## src/rtl/rgp16_pkg.sv

```systemverilog
// Shared types and helpers for the rgp16 fetch path: FSM state encoding,
// datapath widths and the instruction-length decode.
package rgp16_pkg;

  localparam int ADDR_W = 16;
  localparam int DATA_W = 16;

  typedef enum logic [1:0] {
    S_ISSUE = 2'd0,
    S_W0    = 2'd1,
    S_IMM   = 2'd2,
    S_HOLD  = 2'd3
  } state_t;

  function automatic logic is_two_word(input logic [DATA_W-1:0] word);
    return word[15];
  endfunction

endpackage

```

## src/rtl/fetch_unit.sv

```systemverilog
// Instruction fetch sequencer: owns the PC, assembles one/two-word instructions
// from the single-port RAM and lets execute's load/store requests use the idle port.
module fetch_unit #(
  parameter int                ADDR_W   = 16,
  parameter logic [ADDR_W-1:0] RESET_PC = '0
) (
  input  logic                         clk,
  input  logic                         rst_n,
  output logic [ADDR_W-1:0]            mem_addr,
  output logic [rgp16_pkg::DATA_W-1:0] mem_wdata,
  output logic                         mem_we,
  input  logic [rgp16_pkg::DATA_W-1:0] mem_rdata,
  input  logic                         redirect_valid,
  input  logic [ADDR_W-1:0]            redirect_pc,
  input  logic                         dreq_valid,
  input  logic                         dreq_we,
  input  logic [ADDR_W-1:0]            dreq_addr,
  input  logic [rgp16_pkg::DATA_W-1:0] dreq_wdata,
  output logic                         dreq_ready,
  output logic                         drd_valid,
  output logic [rgp16_pkg::DATA_W-1:0] drd_data,
  output logic                         instr_valid,
  output logic [rgp16_pkg::DATA_W-1:0] instr_word,
  output logic [rgp16_pkg::DATA_W-1:0] instr_imm,
  output logic [ADDR_W-1:0]            instr_pc,
  input  logic                         instr_ready
);

  import rgp16_pkg::*;

  state_t            state, state_next;
  logic [ADDR_W-1:0] pc;
  logic              drd_pending;
  logic              port_idle;
  logic              data_go;

  // The RAM port is free whenever no fetch word is in flight.
  assign port_idle = (state == S_ISSUE) || (state == S_HOLD);
  assign data_go   = port_idle && dreq_valid;

  always_ff @(posedge clk or negedge rst_n) begin
    if (!rst_n) begin
      state <= S_ISSUE;
    end else begin
      state <= state_next;
    end
  end

  // A data access in S_HOLD does not stall the decode handshake; only the
  // fetch issue in S_ISSUE has to give way to it.
  always_comb begin
    state_next = state;
    if (redirect_valid) begin
      state_next = S_ISSUE;
    end else begin
      unique case (state)
        S_ISSUE: if (!data_go) state_next = S_W0;
        S_W0:    state_next = is_two_word(mem_rdata) ? S_IMM : S_HOLD;
        S_IMM:   state_next = S_HOLD;
        S_HOLD:  if (instr_ready) state_next = S_ISSUE;
        default: state_next = S_ISSUE;
      endcase
    end
  end

  always_comb begin
    dreq_ready  = data_go;
    mem_we      = data_go && dreq_we;
    mem_wdata   = mem_we ? dreq_wdata : '0;
    mem_addr    = pc;
    if (data_go) begin
      mem_addr = dreq_addr;
    end else if (state == S_W0) begin
      mem_addr = pc + ADDR_W'(1);
    end
    instr_valid = (state == S_HOLD);
    drd_valid   = drd_pending;
    drd_data    = drd_pending ? mem_rdata : '0;
  end

  always_ff @(posedge clk or negedge rst_n) begin
    if (!rst_n) begin
      pc          <= RESET_PC;
      instr_word  <= '0;
      instr_imm   <= '0;
      instr_pc    <= '0;
      drd_pending <= 1'b0;
    end else begin
      drd_pending <= data_go && !dreq_we;
      if (redirect_valid) begin
        pc <= redirect_pc;
      end else begin
        unique case (state)
          S_W0: begin
            instr_word <= mem_rdata;
            instr_pc   <= pc;
            if (!is_two_word(mem_rdata)) begin
              instr_imm <= '0;
              pc        <= pc + ADDR_W'(1);
            end
          end
          S_IMM: begin
            instr_imm <= mem_rdata;
            pc        <= pc + ADDR_W'(2);
          end
          default: ;
        endcase
      end
    end
  end

endmodule

```

## config.mk

```make
export PLATFORM = sky130hd
export DESIGN_NAME = fetch_unit
export DESIGN_NICKNAME = d
export VERILOG_FILES = /design/src/rtl/rgp16_pkg.sv /design/src/rtl/fetch_unit.sv
export SDC_FILE = /design/constraint.sdc
export NUM_CORES = 1
export LEC_CHECK = 0
export CAP_MARGIN = 20
export CORE_AREA = 2 2 87 106
export DETAILED_ROUTE_END_ITERATION = 16
export DIE_AREA = 0 0 89 108
export DONT_BUFFER_PORTS = 1
export PLACE_DENSITY = 0.65
export RECOVER_POWER = 25
export SLEW_MARGIN = 10
export SYNTH_ARGS = -nofsm -noshare
export SYNTH_HDL_FRONTEND = slang
export SYNTH_SLANG_ARGS = --single-unit
```

## constraint.sdc

```tcl
create_clock -name clk -period 2.3 [get_ports clk]
set_input_delay 0.46 -clock clk [delete_from_list [all_inputs] [get_ports clk]]
set_output_delay 0.46 -clock clk [all_outputs]
set_load 0.03 [all_outputs]
```

Yosys cells after proc, flatten, opt, wreduce, memory -nomap -nowiden
Cells that the tools add are included.
{"block": "classes", "mux": 14, "n_reduce_logical": 12, "shift": 0, "magnitude_cmp": 0, "n_bitwise": 1, "eq_ne": 7, "n_mul": 0, "n_div": 0, "addsub": 2}
{"operator": "16-bit two-way mux", "count": 7}
{"operator": "16-bit case mux with 2 select lines", "count": 2}
{"operator": "16-bit by 1-bit adder with 16-bit output (second input constant)", "count": 1}
{"operator": "16-bit by 2-bit adder with 16-bit output (second input constant)", "count": 1}
{"operator": "2-bit case mux with 4 select lines", "count": 1}
{"operator": "2-bit two-way mux", "count": 3}
{"operator": "3-bit inequality test (second input constant)", "count": 2}
{"operator": "2-bit AND reduction", "count": 3}
{"operator": "2-bit == test (second input constant)", "count": 2}
{"operator": "1-bit logical AND", "count": 3}
{"operator": "3-bit by 2-bit inequality test with 1-bit output (second input constant)", "count": 1}
{"operator": "3-bit AND reduction", "count": 1}
{"operator": "3-bit nonzero test", "count": 1}
{"operator": "2-bit by 1-bit == test with 1-bit output (second input constant)", "count": 1}
{"operator": "2-bit zero test", "count": 1}
{"operator": "2-bit inequality test (second input constant)", "count": 1}
{"operator": "2-bit nonzero test", "count": 1}
{"operator": "1-bit zero test", "count": 1}
{"operator": "1-bit logical OR", "count": 1}
{"operator": "1-bit two-way mux", "count": 1}
{"operator": "1-bit inverter", "count": 1}
{"block": "word_totals", "word_cells": 42, "latchBits": 0, "input_bits": 70, "ram_bits": 0, "romBits": 0, "mem_count": 0, "reg_bits": 67}

Longest topological paths before layout
Gate-level depths: netlist of the first run.
{"block": "logic_depth", "ltp_word": 6, "depth_mapped": 8, "mapped_depth_nobuf": 7}

Least setup slack after synthesis of the first run
Ideal clock, no wire load.
{"block": "synth_path", "path_kind": "reg2out", "start": "reg state[1]", "end": "out mem_addr[12]", "stages_incl_launch_ff": 8, "path_buffers": 1, "setup_slack_ns": -0.489, "arrival_time_ns": 2.329, "cell_sequence": "dfrtp_1 inv_1 ha_1 buf_1 nand2_1 nor4_1 xnor2_1 o21ai_0"}
{"block": "synth_between", "elab_chain_len": 4}
{"element": "from (decl)", "line": "fetch_unit.sv:31", "rtl": "state_t state, state_next;"}
{"element": "from (signal assigned)", "line": "fetch_unit.sv:45", "rtl": "state <= state_next;"}
{"element": "2-bit == test / 2-bit zero test (equally long branches)", "line": "fetch_unit.sv:38", "rtl": "assign port_idle = (state == S_ISSUE) || (state == S_HOLD);"}
{"element": "1-bit logical OR", "line": "fetch_unit.sv:38"}
{"element": "1-bit logical AND", "line": "fetch_unit.sv:39", "rtl": "assign data_go = port_idle && dreq_valid;"}
{"element": "16-bit two-way mux (*)", "line": "fetch_unit.sv:71", "rtl": "if (data_go) begin"}
{"element": "to (decl)", "line": "fetch_unit.sv:9", "rtl": "output logic [ADDR_W-1:0] mem_addr,"}
Mark *: on every way between the ends. The rest lies on a longest branch, timed or not.

Final worst setup path of the first run
{"block": "layout_path", "start": "reg pc[1]", "end": "out mem_addr[15]"}
{"block": "layout_between", "elab_chain_len": 3}
{"element": "from (decl)", "line": "fetch_unit.sv:32", "rtl": "logic [ADDR_W-1:0] pc;"}
{"element": "from (signal assigned)", "line": "fetch_unit.sv:91", "rtl": "pc <= redirect_pc;"}
{"element": "from (signal assigned)", "line": "fetch_unit.sv:99", "rtl": "pc <= pc + ADDR_W'(1);"}
{"element": "from (signal assigned)", "line": "fetch_unit.sv:104", "rtl": "pc <= pc + ADDR_W'(2);"}
{"element": "16-bit by 1-bit adder with 16-bit output", "line": "fetch_unit.sv:74", "rtl": "mem_addr = pc + ADDR_W'(1);"}
{"element": "16-bit two-way mux", "line": "fetch_unit.sv:73", "rtl": "end else if (state == S_W0) begin"}
{"element": "16-bit two-way mux", "line": "fetch_unit.sv:71"}
Every way passes these cells.

==> flow_summary_export.csv, run 1 <==
group,metric,value,unit
timing,finalCriticalPeriod,2.51,ns
cells_and_area,area_growth,43.3,%
cells_and_area,fin_util,62.4,%
detailed_routing,dr.pass1.iters,4,
setup_path,cp_max_fo,5,
cts,clockRootBuffer,"clkbuf_8",
yosys,ys_async_sr_fraction,100,%
cells_and_area,diodes,0,
timing,fin_ws,-0.214,ns
setup_path,crit_family,"simple AND/OR/NAND/NOR gates",
pwr,p_leak,0.00223,uW
yosys,synth.top_cell.area_share,45.2,%
yosys,netlist_top_cells_area,"dfrtp_1 45%, mux2_2 9.4%, o21ai_0 3.9%, nand2_1 3.8%, a22o_1 3.8%",
setup_path,endpoint_kind,"primary output",
global_route,overflow,0,
pwr,combPwrFrac,48.8,%
detailed_routing,drt-vias-per-instance,5.80,
global_route,grt_pass1_wl,17000,microns
global_route,gr-usage-met2,40.6,%
setup_path,critPathRequiredTime,1.84,ns
global_route,use_met3,7.63,%
global_route,gr-max-usage-layer,"met2",
yosys,synth_edf_count,0,
floorplan,ioPinCount,170,
yosys,ys_ff_latch,67,
flow_run,drv_cap,1,
timing,holdWs,0.176,ns
cells_and_area,ff_latch_area,1680,sq um
cts,htree_levels,3,
floorplan,start_util,43.6,%
pwr,p_int,3930,uW
detailed_routing,wire_per_inst,20.4,microns
cts,cts_sinks,67,
pwr,p_seq_share,38.0,%
yosys,synth_fp_nets,449,
cells_and_area,fin_nets,511,
yosys,yosysTopAreaCell,"dfrtp_1",
timing,fin_skew,0.00936,ns
setup_path,crit_chain,"ha_4 -> nand3_2 -> or3_4 -> or4_4 -> a31oi_4",
timing,finalCritPeriodShare,109,%
timing,maxSlewHeadroom,-0.0823,%
floorplan,die_h,108,microns
yosys,yosysMostFrequentCell,"dfrtp_1",
setup_path,critPathKind,"reg -> out",
timing,rsz0062_at_grt,"yes",
setup_path,critPathBufInv,0,
detailed_routing,wl,11300,microns
setup_path,r2r_start,"pc[2]",
pwr,p_sw,3690,uW
cells_and_area,drive_gt1_share,46.7,%
placement,portBuffers,0,
setup_path,worst_setup_path_start_kind,"flop",
timing,worst_pin_slew,1.50,ns
hold_path,holdCritPathClass,"in -> reg",
placement,hpwlAfterDp,7320,microns
setup_path,rr_worst_depth,6,
timing,drv_slew,27,
pwr,peakVddDrop,0.689,mV
setup_path,critPathSlowestCell,"or4_4",
timing,clock.fmax,398,MHz
global_route,grt_use_met1,25.7,%
detailed_routing,via_count,3223,
yosys,synthTopCellsByCount,"67 x dfrtp_1, 38 x nand2_1, 31 x mux2_2, 29 x o21ai_0, 20 x clkbuf_1",
status,violations,"capacitance limit, slew limit, setup timing",
placement,gp_congestion,0.909,
global_route,grt_pass1_vias,3457,
yosys,ys_types,47,
timing,hold_violations,0,
pwr,swShare,48.4,%
yosys,yosys_warnings,0,
detailed_routing,drc_errors,0,
setup_path,r2r_end,"pc[12]",
global_route,grt_max_degree,68,
cells_and_area,multi_input_area,2480,sq um
setup_path,crit_path_end,"mem_addr[15]",
global_route,grt_use_total,23.4,%
detailed_routing,ant_nets,0,
global_route,antenna_found_initial,0,
cts,cts_inserted_buffers,9,
pwr,clkPwrFrac,13.2,%
timing,setup_viol,18,
cts,cts_tree,"done",
setup_path,critical_path_arrival,2.05,ns
setup_path,startpoint,"pc[1]",
floorplan,dieArea,9610,sq um
yosys,syn_area,3710,sq um
floorplan,die_w,89,microns
yosys,synthFlopType,"dfrtp_1",
setup_path,worst-path-stages,5,
yosys,synthCells,372,
placement,place_ws,-0.00368,ns
cts,cts_buffer_depth,2,
cts,clkLatencyLatePin,0.35,ns
setup_path,rrSetupSlack,-0.10,ns
timing,tns,-1.04,ns
detailed_routing,drt_iter0_drc,162,
floorplan,coreArea,8520,sq um
yosys,yosysSeqAreaShare,45.2,%
cts,clk_pin_slew,0.07,ns
floorplan,rows,37,
pwr,powerDensity,1430,nW/um^2
yosys,postSynthAreaPerCell,9.97,sq um
cells_and_area,nFillCells,662,
setup_path,cp_slowest_stage_delay,0.44,ns
status,status,"complete, but fails checks",
-- cells in the final DEF (no fill, tap or decap), types with 4 or more instances in the layout --
cell type,synthesis,layout
a31oi_1,8,5
o21ai_0,29,15
nor4_1,9,5
or4_1,8,5
and2_1,17,16
nor2_1,16,14
xnor2_1,16,9
buf_4,3,49
dfrtp_1,67,64
a22o_1,16,16
ha_4,0,4
o31ai_1,7,6
buf_6,2,21
nand2_4,0,6
mux2_2,31,31
a21oi_1,5,5
nand2_1,38,30
o21ai_4,0,14
and3_4,0,15
nor2b_1,4,4
clkbuf_8,0,11
nor4_4,0,4
xnor2_2,0,7
-- cell type report --
type	instances	share of cell area, %
Multi-Input combinational cell	271	46.6
Sequential cell	67	31.6
Timing Repair Buffer	79	14.6
Clock buffer	14	3.06
Tap cell	117	2.75
Clock inverter	2	0.659
Inverter	6	0.659
-- power by group through the flow --
stage	Clock (uW)	Combinational [uW]	Sequential, uW
global placement	0	2690	2910
global route	1090	3970	2970
CTS	1040	3640	2900
detailed placement	0	2750	2910
finish	1000	3720	2900
floorplan	0	2120	2790
-- kinds of logic after synthesis --
family / count (synthesis) / synth area share, %
AND/OR/NAND/NOR: 135 / 19.9
AO/OA/AOI/OAI: 77 / 13.8
flip-flops: 67 / 45.2
buffers and inverters: 34 / 4.32
multiplexers: 34 / 10.2
XOR/XNOR: 18 / 4.25
adder cells (fa/ha/maj): 7 / 2.36
-- how the worst min path moves through the flow --
stage             from              to  cells after the start
3_3_place_gp     rst_n   instr_word[5]                      0
3_5_place_dp     rst_n  instr_word[13]                      0
2_1_floorplan    rst_n       drd_valid                      0
5_1_grt        dreq_we       drd_valid                      1
4_1_cts        dreq_we       drd_valid                      1
6_report       dreq_we       drd_valid                      1
-- state kept, by name, indices dropped and copies added, names as in the netlist --
signal and count:
pc 16, instr_word 16, instr_imm 16, state 2
instr_pc 16, drd_valid 1
-- per-layer routing --
metal	vias to the layer above	share of wire, %	wire length, microns
met2	172	51	5810
met1	1567	37	4150
met5	-	0	0
li1	1465	-	-
met3	19	9.2	1050
met4	0	2.9	332
-- timing repair --
item / CTS / global route
gates cloned: 4 / 0
gates resized for setup: 105 / 12
pin swaps: 37 / 18
setup endpoints to repair: 36 / 46
endpoints found under the hold margin: 67 / 0
hold buffers: 2 / 0
setup buffers: 11 / 11
-- through the flow --
step	instance area [sq um]	instances	power, uW
floorplan	3850	372	4910
global placement	4260	514	5600
detailed placement	4260	514	5660
CTS	5240	547	7590
global route	5320	556	8020
finish	5320	556	7620
No activity file was read; power rests on OpenSTA's default activity.
==> run 2: changes to the inputs <==
CAP_MARGIN = not set   (was 20)
SLEW_MARGIN = 20   (was 10)
==> results of run 2 <==
The final DEF is identical to that of run 1; final timing and power are the same.
